`src/rtl/sonic_bar_reg_mux.sv`:
```
// -----------------------------------------------------------------------------
// sonic_bar_reg_mux
//
// BAR register access engine sitting between the downstream interface (reg_*
// side) and NUM_CH register clients (DMA rd/wr, IRQ, CMD, TX, ...). The upper
// CH_SEL_W address bits select the client, the remaining bits become the
// client register offset. Writes and reads are issued as one-cycle one-hot
// strobes; read data is returned with a one-cycle valid. A write and a read
// arriving in the same cycle are serialised: the write goes first and the
// read waits in a one-entry pending slot.
//
// Optional feature (macro SONIC_REG_TIMEOUT_EN):
//   defined   - read data is taken on the first prg_rdvalid of the addressed
//               client within TIMEOUT cycles after the read strobe; if none
//               arrives the engine returns a DEAD_BEEF pattern and bumps
//               timeout_cnt.
//   undefined - prg_rdvalid is ignored, data is taken RD_LAT cycles after the
//               read strobe, timeout_cnt is tied to zero.
//
// Ports
//   clk_in, rstn              clock, asynchronous active-low reset
//   sel_ep_reg                request qualifier (rd/wr ignored when low)
//   reg_wr_ena/addr/data      write request
//   reg_rd_ena/addr           read request
//   reg_rd_data/_valid        read return data and one-cycle strobe
//   reg_busy                  engine busy, new requests are dropped
//   prg_addr, prg_wrdata      client register offset and write data
//   prg_wrena, prg_rdena      one-hot client write / read strobes
//   prg_rddata, prg_rdvalid   client read data (channel c at c*DATA_W) / valid
//   drop_cnt                  saturating count of requests dropped while busy
//   timeout_cnt               saturating count of timed-out reads
// -----------------------------------------------------------------------------
module sonic_bar_reg_mux #(
    parameter int NUM_CH   = 8,
    parameter int ADDR_W   = 8,
    parameter int CH_SEL_W = 3,
    parameter int DATA_W   = 32,
    parameter int RD_LAT   = 1,
    parameter int TIMEOUT  = 16
) (
    input  logic                       clk_in,
    input  logic                       rstn,
    input  logic                       sel_ep_reg,
    input  logic                       reg_wr_ena,
    input  logic [ADDR_W-1:0]          reg_wr_addr,
    input  logic [DATA_W-1:0]          reg_wr_data,
    input  logic                       reg_rd_ena,
    input  logic [ADDR_W-1:0]          reg_rd_addr,
    output logic [DATA_W-1:0]          reg_rd_data,
    output logic                       reg_rd_data_valid,
    output logic                       reg_busy,
    output logic [ADDR_W-CH_SEL_W-1:0] prg_addr,
    output logic [DATA_W-1:0]          prg_wrdata,
    output logic [NUM_CH-1:0]          prg_wrena,
    output logic [NUM_CH-1:0]          prg_rdena,
    input  logic [NUM_CH*DATA_W-1:0]   prg_rddata,
    input  logic [NUM_CH-1:0]          prg_rdvalid,
    output logic [7:0]                 drop_cnt,
    output logic [7:0]                 timeout_cnt
);

    localparam int OFF_W    = ADDR_W - CH_SEL_W;
    // The wait counter must cover both the fixed latency and the timeout window
    localparam int WAIT_MAX = (TIMEOUT > RD_LAT) ? TIMEOUT : RD_LAT;
    localparam int CNT_W    = $clog2(WAIT_MAX + 1);

    localparam logic [1:0] ST_IDLE = 2'd0;
    localparam logic [1:0] ST_WR   = 2'd1;
    localparam logic [1:0] ST_RD   = 2'd2;
    localparam logic [1:0] ST_RESP = 2'd3;

    logic [1:0]          state;
    logic                pend_vld;
    logic [ADDR_W-1:0]   pend_addr;
    logic [CH_SEL_W-1:0] cur_ch;
    logic                cur_ok;
    logic [CNT_W-1:0]    lat_cnt;

    logic [CH_SEL_W-1:0] wr_ch;
    logic [CH_SEL_W-1:0] rd_ch;
    logic [ADDR_W-1:0]   rd_req_addr;
    logic                accept_wr;
    logic                start_rd;
    logic [1:0]          drop_inc;
    logic [8:0]          drop_sum;
    logic [DATA_W-1:0]   sel_data;

    function automatic logic ch_in_range(input logic [CH_SEL_W-1:0] ch);
        return int'(ch) < NUM_CH;
    endfunction

    function automatic logic [NUM_CH-1:0] ch_onehot(input logic [CH_SEL_W-1:0] ch);
        logic [NUM_CH-1:0] v;
        v = '0;
        for (int i = 0; i < NUM_CH; i++) begin
            if (int'(ch) == i) v[i] = 1'b1;
        end
        return v;
    endfunction

    assign reg_busy = (state != ST_IDLE) | pend_vld;

    // A read is launched either straight from IDLE or from the pending slot
    // once the preceding write strobe has gone out.
    assign rd_req_addr = (state == ST_WR) ? pend_addr : reg_rd_addr;
    assign wr_ch       = reg_wr_addr[ADDR_W-1 -: CH_SEL_W];
    assign rd_ch       = rd_req_addr[ADDR_W-1 -: CH_SEL_W];
    assign accept_wr   = (state == ST_IDLE) & sel_ep_reg & reg_wr_ena;
    assign start_rd    = ((state == ST_IDLE) & sel_ep_reg & reg_rd_ena & ~reg_wr_ena)
                       | ((state == ST_WR) & pend_vld);

    // Each request pulse seen while busy is one drop; rd+wr together count two.
    assign drop_inc = (sel_ep_reg & reg_busy) ? ({1'b0, reg_wr_ena} + {1'b0, reg_rd_ena}) : 2'd0;
    assign drop_sum = {1'b0, drop_cnt} + {7'd0, drop_inc};

    // Read data of the client being served; out-of-range channels see zero.
    always_comb begin
        sel_data = '0;
        for (int i = 0; i < NUM_CH; i++) begin
            if (int'(cur_ch) == i) sel_data = prg_rddata[i*DATA_W +: DATA_W];
        end
    end

`ifdef SONIC_REG_TIMEOUT_EN
    // Pattern returned for a read whose client never answered
    localparam logic [DATA_W-1:0] TMO_PATTERN =
        DATA_W'({((DATA_W + 31) / 32){32'hDEAD_BEEF}});

    logic       sel_valid;
    logic [7:0] tmo_q;

    always_comb begin
        sel_valid = 1'b0;
        for (int i = 0; i < NUM_CH; i++) begin
            if (int'(cur_ch) == i) sel_valid = prg_rdvalid[i];
        end
    end

    assign timeout_cnt = tmo_q;
`else
    logic unused_rdvalid;
    assign unused_rdvalid = ^prg_rdvalid;
    assign timeout_cnt    = 8'd0;
`endif

    // Main engine: state, pending slot, strobes, read return and counters.
    // Strobes and the read valid default low every cycle so they are single
    // cycle pulses; offset, write data and read data hold between updates.
    always_ff @(posedge clk_in or negedge rstn) begin
        if (!rstn) begin
            state             <= ST_IDLE;
            pend_vld          <= 1'b0;
            pend_addr         <= '0;
            cur_ch            <= '0;
            cur_ok            <= 1'b0;
            lat_cnt           <= '0;
            reg_rd_data       <= '0;
            reg_rd_data_valid <= 1'b0;
            prg_addr          <= '0;
            prg_wrdata        <= '0;
            prg_wrena         <= '0;
            prg_rdena         <= '0;
            drop_cnt          <= '0;
`ifdef SONIC_REG_TIMEOUT_EN
            tmo_q             <= '0;
`endif
        end else begin
            prg_wrena         <= '0;
            prg_rdena         <= '0;
            reg_rd_data_valid <= 1'b0;
            drop_cnt          <= drop_sum[8] ? 8'hFF : drop_sum[7:0];

            case (state)
                ST_IDLE: begin
                    if (accept_wr) begin
                        state <= ST_WR;
                        // Writes to a missing client still spend one WR cycle
                        if (ch_in_range(wr_ch)) begin
                            prg_wrena  <= ch_onehot(wr_ch);
                            prg_addr   <= reg_wr_addr[OFF_W-1:0];
                            prg_wrdata <= reg_wr_data;
                        end
                        if (reg_rd_ena) begin
                            pend_vld  <= 1'b1;
                            pend_addr <= reg_rd_addr;
                        end
                    end
                end
                ST_WR: begin
                    if (pend_vld) pend_vld <= 1'b0;
                    else          state    <= ST_IDLE;
                end
                ST_RD: begin
                    if (!cur_ok) begin
                        reg_rd_data       <= '0;
                        reg_rd_data_valid <= 1'b1;
                        state             <= ST_RESP;
`ifdef SONIC_REG_TIMEOUT_EN
                    // lat_cnt == 0 is the strobe cycle; the window is 1..TIMEOUT
                    end else if (lat_cnt == '0) begin
                        lat_cnt <= lat_cnt + 1'b1;
                    end else if (sel_valid) begin
                        reg_rd_data       <= sel_data;
                        reg_rd_data_valid <= 1'b1;
                        state             <= ST_RESP;
                    end else if (lat_cnt == CNT_W'(TIMEOUT)) begin
                        reg_rd_data       <= TMO_PATTERN;
                        reg_rd_data_valid <= 1'b1;
                        state             <= ST_RESP;
                        if (tmo_q != 8'hFF) tmo_q <= tmo_q + 8'd1;
`else
                    end else if (lat_cnt == CNT_W'(RD_LAT)) begin
                        reg_rd_data       <= sel_data;
                        reg_rd_data_valid <= 1'b1;
                        state             <= ST_RESP;
`endif
                    end else begin
                        lat_cnt <= lat_cnt + 1'b1;
                    end
                end
                default: begin
                    state <= ST_IDLE;
                end
            endcase

            // Read launch overrides the WR-state return to IDLE above
            if (start_rd) begin
                state   <= ST_RD;
                cur_ch  <= rd_ch;
                cur_ok  <= ch_in_range(rd_ch);
                lat_cnt <= '0;
                if (ch_in_range(rd_ch)) begin
                    prg_rdena <= ch_onehot(rd_ch);
                    prg_addr  <= rd_req_addr[OFF_W-1:0];
                end
            end
        end
    end

endmodule

```
`config.mk`:
```
export PLATFORM = sky130hd
export DESIGN_NAME = sonic_bar_reg_mux
export DESIGN_NICKNAME = d
export VERILOG_FILES = /design/src/rtl/sonic_bar_reg_mux.sv
export SDC_FILE = /design/constraint.sdc
export NUM_CORES = 1
export LEC_CHECK = 0
export BUFFER_PORTS_ARGS = -buffer_cell sky130_fd_sc_hd__buf_2
export CORE_AREA = 3 3 163 165
export CTS_CLUSTER_SIZE = 10
export DETAILED_ROUTE_END_ITERATION = 8
export DIE_AREA = 0 0 166 168
export SLEW_MARGIN = 20
export SYNTH_ARGS = -nofsm -noshare
export SYNTH_HDL_FRONTEND = slang
export SYNTH_SLANG_ARGS = --single-unit
```
`constraint.sdc`:
```
create_clock -name clk_in -period 2.5 [get_ports clk_in]
set_input_delay 0.25 -clock clk_in [delete_from_list [all_inputs] [get_ports clk_in]]
set_output_delay 0.25 -clock clk_in [all_outputs]
set_load 0.05 [all_outputs]
```
==> results by group, run 1 <==
Drt
  – DR iter-0 viols: 243
  – DRT Pass-1 Iters: 4
  – # DRC: 0
  – WL per Instance: 18.25 um
  – ANT nets after route: 0
  – DR vias: 6553
  – Vias/cell: 4.787
  – Total wire length: 24980 um

GRT
  – Largest net degree at the start of global routing: 71
  – Total gr overflow: 0
  – GRT Total Usage: 0.1756
  – First-pass GRT wire length: 38340 um
  – Initial antenna violation count: 1
  – Vias in the first global route: 6851

Yosys
  – Post-synthesis async set-or-reset flop share: 1.000
  – Synth Area in Adders: 0.01237
  – Synth Area in Simple Gates: 0.1529
  – Sequential fraction of the synthesis area: 0.4273
  – Post-Synth XOR/XNOR Area: 0.007871
  – Mux cell area share after synthesis: 0.1912
  – Post-synth EDFFs: 0
  – Yosys cell types: 45
  – Largest family of logic cells by synthesized area: multiplexers
  – Mapped cell area: 0.006676 mm^2
  – Yosys warning total: 0
  – Compound-Gate Fraction of Synth Area: 0.1567
  – Syn avg cell area: 10.56 um^2
  – Synthesized instance count: 632
  – Synth Flop Type: dfrtp_1
  – Yosys reg bits: 114

Floorplan
  – Die height: 168 um
  – Starting Density: 0.2651
  – Die area: 0.02789 mm^2
  – Count of boundary I/O pins: 420
  – Horiz. Die Dim: 166 um
  – Core outline area: 0.02518 mm^2
  – Site row count: 58

Finish
  – Fill cells: 2571
  – Footprint of the multi-input gates: 0.003523 mm^2
  – Nets: 1349
  – Final Util: 0.3826
  – Most common cell after layout, fill and taps aside: buf_2
  – Most frequent cells in the layout: 402 x buf_2, 122 x nand2_1, 111 x dfrtp_1
  – Layout cell share with drive strength beyond 1: 0.5328
  – Sequential standard cell area: 0.002864 mm^2
  – Area delta synth->final: 44.32%
  – Final cell count without fillers: 1369

Timing
  – Max Freq: 0.4499 GHz
  – Setup TNS: 0 ns
  – Setup-failing EPs final: 0
  – Hold Vio Cnt, Final: 0
  – Slew margin rel.: 0.5037
  – RSZ-0062 raised after global routing: no
  – Clock skew: 0.008475 ns
  – Slew Limit Fails: 0
  – Worst setup margin: 0.2771 ns
  – Min Tclk post-route: 2.223 ns
  – Fin crit share: 0.8892
  – Worst-Margin Slew: 0.7445 ns

Worst hold path
  – Worst Hold Class: in2reg
  – Critical hold path startpoint: reg_wr_data[16]
  – Worst Hold End: prg_wrdata[16]$_DFFE_PN0P_
  – Hold path cells: 3

Clock tree
  – Root Driver: clkbuf_16
  – CTS Buf Count: 17
  – PostCTS Resize Cnt: 0
  – Reg clk slew, reported paths: 0.06 ns
  – Worst-Skew Late Latency: 0.41 ns
  – Clock sinks: 114
  – CTS max path bufs: 2
  – # H-tree levels: 4
  – CTS tree: done

Job
  – Number of max-cap violations: 0

Place
  – Gpl congestion: 0.8716
  – Place WS: 0.2728 ns
  – Port Buf Inserts: 403
  – Dpl cells: 1336
  – DP Wirelength: 19490 um

Run status
  – Status: finished, final reports clean

Critical path
  – Kind of critical path: reg2reg
  – Crit path required time: 2.79 ns
  – R2R Setup Slk: 0.28 ns
  – R2r startpoint: lat_cnt[1]$_DFFE_PN0P_
  – R2R cell count: 6
  – RR Endpoint: reg_rd_data[25]$_DFFE_PN0P_
  – Setup crit end kind: flip-flop
  – CP Max Fanout: 19
  – WP data arrival: 2.51 ns
  – Worst setup SP type: flip-flop

Power and ir drop
  – Pwr/cell area: 1292 mW/mm^2
  – Total chip power: 12.45 mW
  – Leakage power: 5.002 nW
  – Max IR drop VDD: 869.0 uV
[what timing repair did]
action	CTS	global route
hold buffers	1	0
setup endpoints to repair	0	0
buffers inserted	0	0
hold endpoints to repair	42	0
[cell families (layout without fill, tap and decap cells)]
kind of cell / count (synthesis) / in the layout
simple gates: 241 / 241
compound gates: 117 / 117
flops: 114 / 114
mux: 84 / 84
buf+inv: 63 / 462
fa+ha+maj: 6 / 6
xor+xnor: 6 / 6
other cells: 1 / 9
[metrics by stage]
| step | hold WS (ns) | area [um^2] |
|---|---|---|
| CTS | 0.009886 | 9633 |
| floorplan | -0.04559 | 6703 |
| global route | 0.02262 | 9635 |
| global placement | 0.3030 | 9030 |
| detailed placement | 0.3003 | 9030 |
| finish | 0.02754 | 9635 |
[how the worst max path moves through the flow]
stage,end,from,slack (ns)
2_1_floorplan,drop_cnt[0]$_DFF_PN0_,state[1]$_DFFE_PN0P_,0.1
3_3_place_gp,reg_rd_data[13]$_DFFE_PN0P_,lat_cnt[1]$_DFFE_PN0P_,0.29
3_5_place_dp,reg_rd_data[20]$_DFFE_PN0P_,lat_cnt[1]$_DFFE_PN0P_,0.27
4_1_cts,reg_rd_data[20]$_DFFE_PN0P_,lat_cnt[1]$_DFFE_PN0P_,0.26
5_1_grt,reg_rd_data[2]$_DFFE_PN0P_,lat_cnt[1]$_DFFE_PN0P_,0.16
6_report,reg_rd_data[25]$_DFFE_PN0P_,lat_cnt[1]$_DFFE_PN0P_,0.28
[synth_stat cells (11+ instances only)]
cell type  instances  share of area
mux4_2            31           0.10
buf_4             11          0.012
nand2b_1          11          0.010
dfrtp_1          114           0.43
o22ai_1           27          0.025
buf_2             21          0.016
a21o_1            29          0.033
nand2_1          122          0.069
mux2_2            38          0.064
mux2i_1           15          0.022
nor2_1            77          0.043
a2111oi_2         25          0.056
clkbuf_1          14         0.0079
[layout make-up]
class | instances | area share
flip-flops and latches | 114 | 0.2972
diodes | 1 | 0.0002597
repair buffers | 423 | 0.2293
multi-input cells | 462 | 0.3657
well taps | 330 | 0.04285
inverters | 8 | 0.003116
clock inverters | 12 | 0.01662
clock buffers | 19 | 0.04493
[registers in the layout (all words and copies together), names as in the netlist]
register	cells
prg_wrdata	32
pend_addr	8
reg_rd_data_valid	1
cur_ch	3
prg_addr	5
pend_vld	1
reg_rd_data	32
prg_rdena	8
prg_wrena	8
drop_cnt	8
lat_cnt	5
cur_ok	1
state	2
[routing by layer]
layer / vias up / share of wire / GRT usage
met5: - / 0 / 0
met4: 0 / 0.030 / 0.06112
met3: 38 / 0.079 / 0.05541
met2: 291 / 0.51 / 0.3099
met1: 3171 / 0.38 / 0.2017
li1: 3053 / - / -
[critical path, cell delays in order, from the launching register on]
cell and delay, ns:
dfrtp_1 0.41, inv_1 0.07, ha_1 0.12, or4b_4 0.49, a21o_1 0.47, buf_4 0.35, a21o_1 0.20
[report_power, final]
part / internal [mW] / switching [mW] / total, mW
Sequential: 2.61 / 0.500 / 3.11
Clock: 1.57 / 0.918 / 2.49
Combinational: 2.26 / 4.59 / 6.85
No activity file was read; power rests on OpenSTA's default activity.
==> run 2: changes to the inputs <==
--- a/config.mk
+++ b/config.mk
@@ -5,11 +5,11 @@
 export SDC_FILE = /design/constraint.sdc
 export NUM_CORES = 1
 export LEC_CHECK = 0
-export BUFFER_PORTS_ARGS = -buffer_cell sky130_fd_sc_hd__buf_2
-export CORE_AREA = 3 3 163 165
+export CORE_AREA = 3 3 164 166
 export CTS_CLUSTER_SIZE = 10
 export DETAILED_ROUTE_END_ITERATION = 8
-export DIE_AREA = 0 0 166 168
+export DIE_AREA = 0 0 167 169
+export DONT_BUFFER_PORTS = 1
 export SLEW_MARGIN = 20
 export SYNTH_ARGS = -nofsm -noshare
 export SYNTH_HDL_FRONTEND = slang
==> run 2 against run 1 <==
  * The run now ends with negative hold slack left
  * Worst hold slack lost 0.50 ns
  * Worst setup slack got worse by 0.024 ns
  * Combinational power decreased by 40%
  * Global-route usage down 0.96 points
  * Flip-flop and latch count unchanged
  * Critical path depth unchanged
  * Utilization down 6.3 points
  * Largest cell class unchanged
==> results by group, run 2 (synthesis results as in run 1) <==
Run status
  – Status: complete, but fails checks (was finished, final reports clean)
  – Failing checks: negative hold slack

GRT
  – Total gr overflow: 0 (unchanged)
  – First-pass GRT wire length: 35140 um (was 38340 um)
  – Vias in the first global route: 5449 (was 6851)
  – Largest net degree at the start of global routing: 115 (was 71)
  – GRT Total Usage: 0.1660 (was 0.1756)
  – Initial antenna violation count: 4 (was 1)

Finish
  – Area delta synth->final: 23.16% (was 44.32%)
  – Nets: 1005 (was 1349)
  – Most frequent cells in the layout: 122 x nand2_1, 111 x dfrtp_1, 77 x nor2_1 (was 402 x buf_2, 122 x nand2_1, 111 x dfrtp_1)
  – Final Util: 0.3192 (was 0.3826)
  – Most common cell after layout, fill and taps aside: nand2_1 (was buf_2)
  – Biggest regs: prg_wrdata: 32 flops, reg_rd_data: 32 flops (unchanged)
  – Layout cell share with drive strength beyond 1: 0.2331 (was 0.5328)

Place
  – Gpl congestion: 0.8246 (was 0.8716)
  – Port Buf Inserts: 0 (was 403)
  – DP Wirelength: 18530 um (was 19490 um)

Timing
  – RSZ-0062 raised after global routing: no (unchanged)
  – Final Hold Slack: -0.4686 ns (was 0.02754 ns)
  – Slew Limit Fails: 0 (unchanged)
  – Fin crit share: 0.8988 (was 0.8892)
  – Worst-Margin Slew: 0.5694 ns (was 0.7445 ns)
  – Hold Vio Cnt, Final: 114 (was 0)
  – Setup-failing EPs final: 0 (unchanged)
  – Min Tclk post-route: 2.247 ns (was 2.223 ns)
  – Clock skew: 0.005859 ns (was 0.008475 ns)
  – Setup TNS: 0 ns (unchanged)
  – Slew margin rel.: 0.6096 (was 0.5037)
  – Max Freq: 0.4450 GHz (was 0.4499 GHz)

Drt
  – DRT Pass-1 Iters: 4 (unchanged)
  – ANT nets after route: 0 (unchanged)
  – WL per Instance: 23.89 um (was 18.25 um)
  – Total wire length: 24630 um (was 24980 um)
  – Vias/cell: 5.230 (was 4.787)
  – DR vias: 5392 (was 6553)
  – # DRC: 0 (unchanged)
  – DR iter-0 viols: 228 (was 243)

Critical path
  – Worst setup SP type: flip-flop (unchanged)
  – Crit path required time: 2.85 ns (was 2.79 ns)
  – Kind of critical path: reg2reg (unchanged)
  – Setup crit end kind: flip-flop (unchanged)
  – WP data arrival: 2.60 ns (was 2.51 ns)
  – CP Max Fanout: 42 (was 19)

Clock tree
  – CTS max path bufs: 2 (unchanged)
  – # H-tree levels: 4 (unchanged)
  – Reg clk slew, reported paths: 0.06 ns (about the same)
  – # Post-CTS Setup Buffers: 0 (unchanged)
  – PostCTS Resize Cnt: 0 (unchanged)
  – CTS tree: done (unchanged)
  – CTS Buf Count: 17 (unchanged)
  – Clock sinks: 114 (unchanged)
  – Root Driver: clkbuf_16 (unchanged)
  – Worst-Skew Late Latency: 0.41 ns (about the same)
  – Hold-fix buffers, CTS: 51 (was 1)

Floorplan
  – Starting Density: 0.2591 (was 0.2651)
  – Site row count: 59 (was 58)
  – Die height: 169 um (was 168 um)
  – Count of boundary I/O pins: 420 (unchanged)
  – Die area: 0.02822 mm^2 (was 0.02789 mm^2)
  – Horiz. Die Dim: 167 um (was 166 um)
  – Core outline area: 0.02576 mm^2 (was 0.02518 mm^2)

Power and ir drop
  – Max IR drop VDD: 782.3 uV (was 869.0 uV)
  – Leakage power: 3.623 nW (was 5.002 nW)
  – Pwr/cell area: 1446 mW/mm^2 (was 1292 mW/mm^2)

Job
  – Number of max-cap violations: 0 (unchanged)

Worst hold path
  – Worst Hold Class: in2async (was in2reg)
-- run 2: path summary, 6_finish.rpt --
path,from,end,slack [ns],depth (start not counted)
min in group clk_in,reg_wr_addr[0],prg_addr[0]$_DFFE_PN0P_,0.03,2
setup / recovery,state[1]$_DFFE_PN0P_,prg_wrena[2]$_DFF_PN0_,0.25,6
max in group asynchronous,rstn,cur_ch[0]$_DFFE_PN0P_,2.75,0
hold reg to reg,pend_addr[1]$_DFFE_PN0P_,pend_addr[1]$_DFFE_PN0P_,0.50,1
hold / removal,rstn,drop_cnt[7]$_DFF_PN0_,-0.47,0
setup reg to reg,state[1]$_DFFE_PN0P_,prg_wrena[2]$_DFF_PN0_,0.25,6
-- run 2: power breakdown --
part | total (mW) | switching, mW | internal, mW
logic | 4.14 | 2.24 | 1.90
clock network | 2.47 | 0.991 | 1.48
registers | 5.28 | 2.71 | 2.57
total | 11.9 | 5.95 | 5.94
-- run 2: metal layers --
layer | routed length [um] | vias to the layer above | track usage
li1 | - | 2366 | -
met1 | 9110 | 2688 | 0.1888
met2 | 12740 | 300 | 0.2937
met3 | 2192 | 34 | 0.06095
met4 | 568 | 4 | 0.04699
met5 | 27 | - | 0
-- run 2: layout make-up --
type | count | area, um^2
Tap cell | 335 | 419.2
Clock inverter | 14 | 153.9
Fill cell | 2591 | 17540
Inverter | 8 | 30.03
Sequential cell | 114 | 2864
Timing Repair Buffer | 79 | 795.8
Antenna cell | 1 | 2.502
Clock buffer | 18 | 429.2
Multi-Input combinational cell | 462 | 3528
-- run 2: worst max-delay path, stage by stage (launching register included) --
cell	delay [ns]
dfrtp_1	0.37
buf_4	0.16
nor4bb_4	0.29
buf_4	0.44
nand2_1	0.18
nor3_1	0.15
dlygate4sd3_1	0.56
-- run 2: stage by stage --
| stage | hold slack, ns | area (um^2) | total power [mW] | setup slack (ns) | std cells |
|---|---|---|---|---|---|
| floorplan | -0.04559 | 6703 | 8.236 | 0.09687 | 639 |
| global placement | -0.04252 | 7127 | 9.344 | 0.2617 | 947 |
| detailed placement | -0.04254 | 7127 | 9.443 | 0.2600 | 947 |
| CTS | -0.4920 | 8220 | 12.04 | 0.2659 | 1030 |
| global route | -0.4959 | 8223 | 12.56 | 0.05394 | 1031 |
| finish | -0.4686 | 8223 | 11.89 | 0.2529 | 1031 |
==> run 3: changes to the inputs <==
--- a/config.mk
+++ b/config.mk
@@ -10,6 +10,7 @@
 export DETAILED_ROUTE_END_ITERATION = 8
 export DIE_AREA = 0 0 167 169
 export DONT_BUFFER_PORTS = 1
+export PLACE_DENSITY = 0.47
 export SLEW_MARGIN = 20
 export SYNTH_ARGS = -nofsm -noshare
 export SYNTH_HDL_FRONTEND = slang
==> run 3 against run 2 <==
  * The run still ends with negative hold slack left
  * First-iteration DRC count fell by 3.9%
  * Sequential share of layout area up 0.11 points
  * Critical path type unchanged
  * Die area unchanged
  * Utilization fell by 0.10 points
  * Combinational power shrank 1%
  * Routed wire length about the same
  * Cell area down 0.32%
  * Highest routed layer unchanged
  * Clock-buffer cell count shrank 1
==> results by group, run 3 (synthesis results as in run 1) <==
Run status
  – Status: complete, but fails checks (unchanged)
  – Failing checks: negative hold slack (unchanged)

Timing
  – Slew Limit Fails: 0 (unchanged)
  – Setup-failing EPs final: 0 (unchanged)
  – Worst-Margin Slew: 0.7205 ns (was 0.5694 ns)
  – RSZ-0062 raised after global routing: no (unchanged)
  – Final Hold Slack: -0.4720 ns (was -0.4686 ns)
  – Hold Vio Cnt, Final: 114 (unchanged)
  – Fin crit share: 0.9005 (was 0.8988)
  – Min Tclk post-route: 2.251 ns (was 2.247 ns)
  – Max Freq: 0.4442 GHz (was 0.4450 GHz)
  – Clock skew: 0.008483 ns (was 0.005859 ns)
  – Setup TNS: 0 ns (unchanged)
  – Slew margin rel.: 0.5197 (was 0.6096)

Power and ir drop
  – Pwr/cell area: 1434 mW/mm^2 (was 1446 mW/mm^2)
  – Max IR drop VDD: 687.8 uV (was 782.3 uV)
  – Leakage power: 3.610 nW (was 3.623 nW)

Clock tree
  – # Post-CTS Setup Buffers: 0 (unchanged)
  – CTS max path bufs: 2 (unchanged)
  – Worst-Skew Late Latency: 0.41 ns (about the same)
  – PostCTS Resize Cnt: 0 (unchanged)
  – CTS Buf Count: 17 (unchanged)
  – Reg clk slew, reported paths: 0.06 ns (about the same)
  – Root Driver: clkbuf_16 (unchanged)
  – CTS tree: done (unchanged)
  – # H-tree levels: 4 (unchanged)
  – Clock sinks: 114 (unchanged)
  – Hold-fix buffers, CTS: 51 (unchanged)

Finish
  – Final Util: 0.3181 (was 0.3192)
  – Most frequent cells in the layout: 122 x nand2_1, 111 x dfrtp_1, 77 x nor2_1 (unchanged)
  – Layout cell share with drive strength beyond 1: 0.2323 (was 0.2331)
  – Most common cell after layout, fill and taps aside: nand2_1 (unchanged)
  – Area delta synth->final: 22.77% (was 23.16%)
  – Biggest regs: prg_wrdata: 32 flops, reg_rd_data: 32 flops (unchanged)
  – Nets: 1003 (was 1005)

Drt
  – ANT nets after route: 0 (unchanged)
  – Met2 WL: 12710 um (was 12740 um)
  – DRT Pass-1 Iters: 4 (unchanged)
  – Wire length on met3: 2369 um (was 2192 um)
  – # DRC: 0 (unchanged)
  – DR iter-0 viols: 219 (was 228)
  – Vias/cell: 5.044 (was 5.230)
  – DR top layer: met5 (unchanged)
  – WL per Instance: 23.83 um (was 23.89 um)
  – DR vias: 5215 (was 5392)
  – M1 WL: 8927 um (was 9110 um)
  – Total wire length: 24640 um (was 24630 um)

Floorplan
  – Starting Density: 0.2591 (unchanged)
  – Site row count: 59 (unchanged)
  – Horiz. Die Dim: 167 um (unchanged)
  – Die area: 0.02822 mm^2 (unchanged)
  – Count of boundary I/O pins: 420 (unchanged)
  – Die height: 169 um (unchanged)
  – Core outline area: 0.02576 mm^2 (unchanged)

Place
  – Port Buf Inserts: 0 (unchanged)
  – Gpl congestion: 0.8381 (was 0.8246)
  – DP Wirelength: 18540 um (was 18530 um)

Critical path
  – WP data arrival: 2.60 ns (about the same)
  – Worst setup SP type: flip-flop (unchanged)
  – Largest stage delay on the critical path: 0.56 ns (about the same)
  – Slowest CP cell: dlygate4sd3_1 (unchanged)
  – CP Cell Sequence: buf_4, nor4bb_4, buf_4, nand2_1, nor3_1, dlygate4sd3_1 (unchanged)
  – R2R cell count: 6 (unchanged)
  – CP Max Fanout: 42 (unchanged)
  – Critical path's most frequent cell: buf_4 (unchanged)
  – Kind of critical path: reg2reg (unchanged)
  – Setup crit end kind: flip-flop (unchanged)
  – Crit path required time: 2.85 ns (about the same)

Job
  – Number of max-cap violations: 0 (unchanged)

GRT
  – GRT Total Usage: 0.1675 (was 0.1660)
  – Total gr overflow: 0 (unchanged)
  – First-pass GRT wire length: 35290 um (was 35140 um)
  – Largest net degree at the start of global routing: 115 (unchanged)
  – Vias in the first global route: 5389 (was 5449)
  – Initial antenna violation count: 12 (was 4)

Worst hold path
  – Worst Hold Class: in2async (unchanged)
## run 3: final timing paths
path / start / endpoint / slack [ns]
max: state[1]$_DFFE_PN0P_ / prg_wrena[2]$_DFF_PN0_ / 0.25
min in group clk_in: reg_wr_addr[2] / prg_addr[2]$_DFFE_PN0P_ / 0.02
min: rstn / drop_cnt[3]$_DFF_PN0_ / -0.47
max reg2reg: state[1]$_DFFE_PN0P_ / prg_wrena[2]$_DFF_PN0_ / 0.25
max in group asynchronous: rstn / reg_rd_data[20]$_DFFE_PN0P_ / 2.78
min reg2reg: pend_addr[6]$_DFFE_PN0P_ / pend_addr[6]$_DFFE_PN0P_ / 0.50
## run 3: cell type report
class | instances | area, um^2
Timing Repair Buffer | 77 | 768.2
Antenna cell | 6 | 15.01
Inverter | 8 | 30.03
Fill cell | 2645 | 17570
Clock inverter | 15 | 146.4
Sequential cell | 114 | 2864
Multi-Input combinational cell | 462 | 3528
Tap cell | 335 | 419.2
Clock buffer | 17 | 425.4
## run 3: through the flow
| step | setup WS (ns) | std cells | cell area, um^2 | power [mW] | hold slack, ns |
|---|---|---|---|---|---|
| 2_1_floorplan | 0.09687 | 639 | 6703 | 8.236 | -0.04559 |
| 3_3_place_gp | 0.3012 | 945 | 7099 | 9.363 | -0.04214 |
| 3_5_place_dp | 0.3432 | 945 | 7099 | 9.415 | -0.04224 |
| 4_1_cts | 0.2547 | 1028 | 8182 | 11.95 | -0.4937 |
| 5_1_grt | 0.06938 | 1033 | 8194 | 12.45 | -0.5058 |
| 6_report | 0.2488 | 1034 | 8197 | 11.75 | -0.4720 |
## run 3: power by group
part	internal (mW)	switching (mW)	total, mW	leakage, nW
Sequential	2.57	2.70	5.27	1.43
Clock	1.39	1.01	2.40	0.276
Combinational	1.86	2.21	4.08	1.90
## run 3: layer usage
layer,global-route usage,vias up
met5,0,-
met4,0.05488,8
met3,0.07146,33
met2,0.2902,275
met1,0.1863,2532
li1,-,2367
## run 3: critical path: cells and delay by family (launching register included)
| kind | cells | cell delay [ns] |
|---|---|---|
| DFF | 1 | 0.37 |
| and+or+nand+nor | 3 | 0.62 |
| buffers and inverters | 3 | 1.16 |
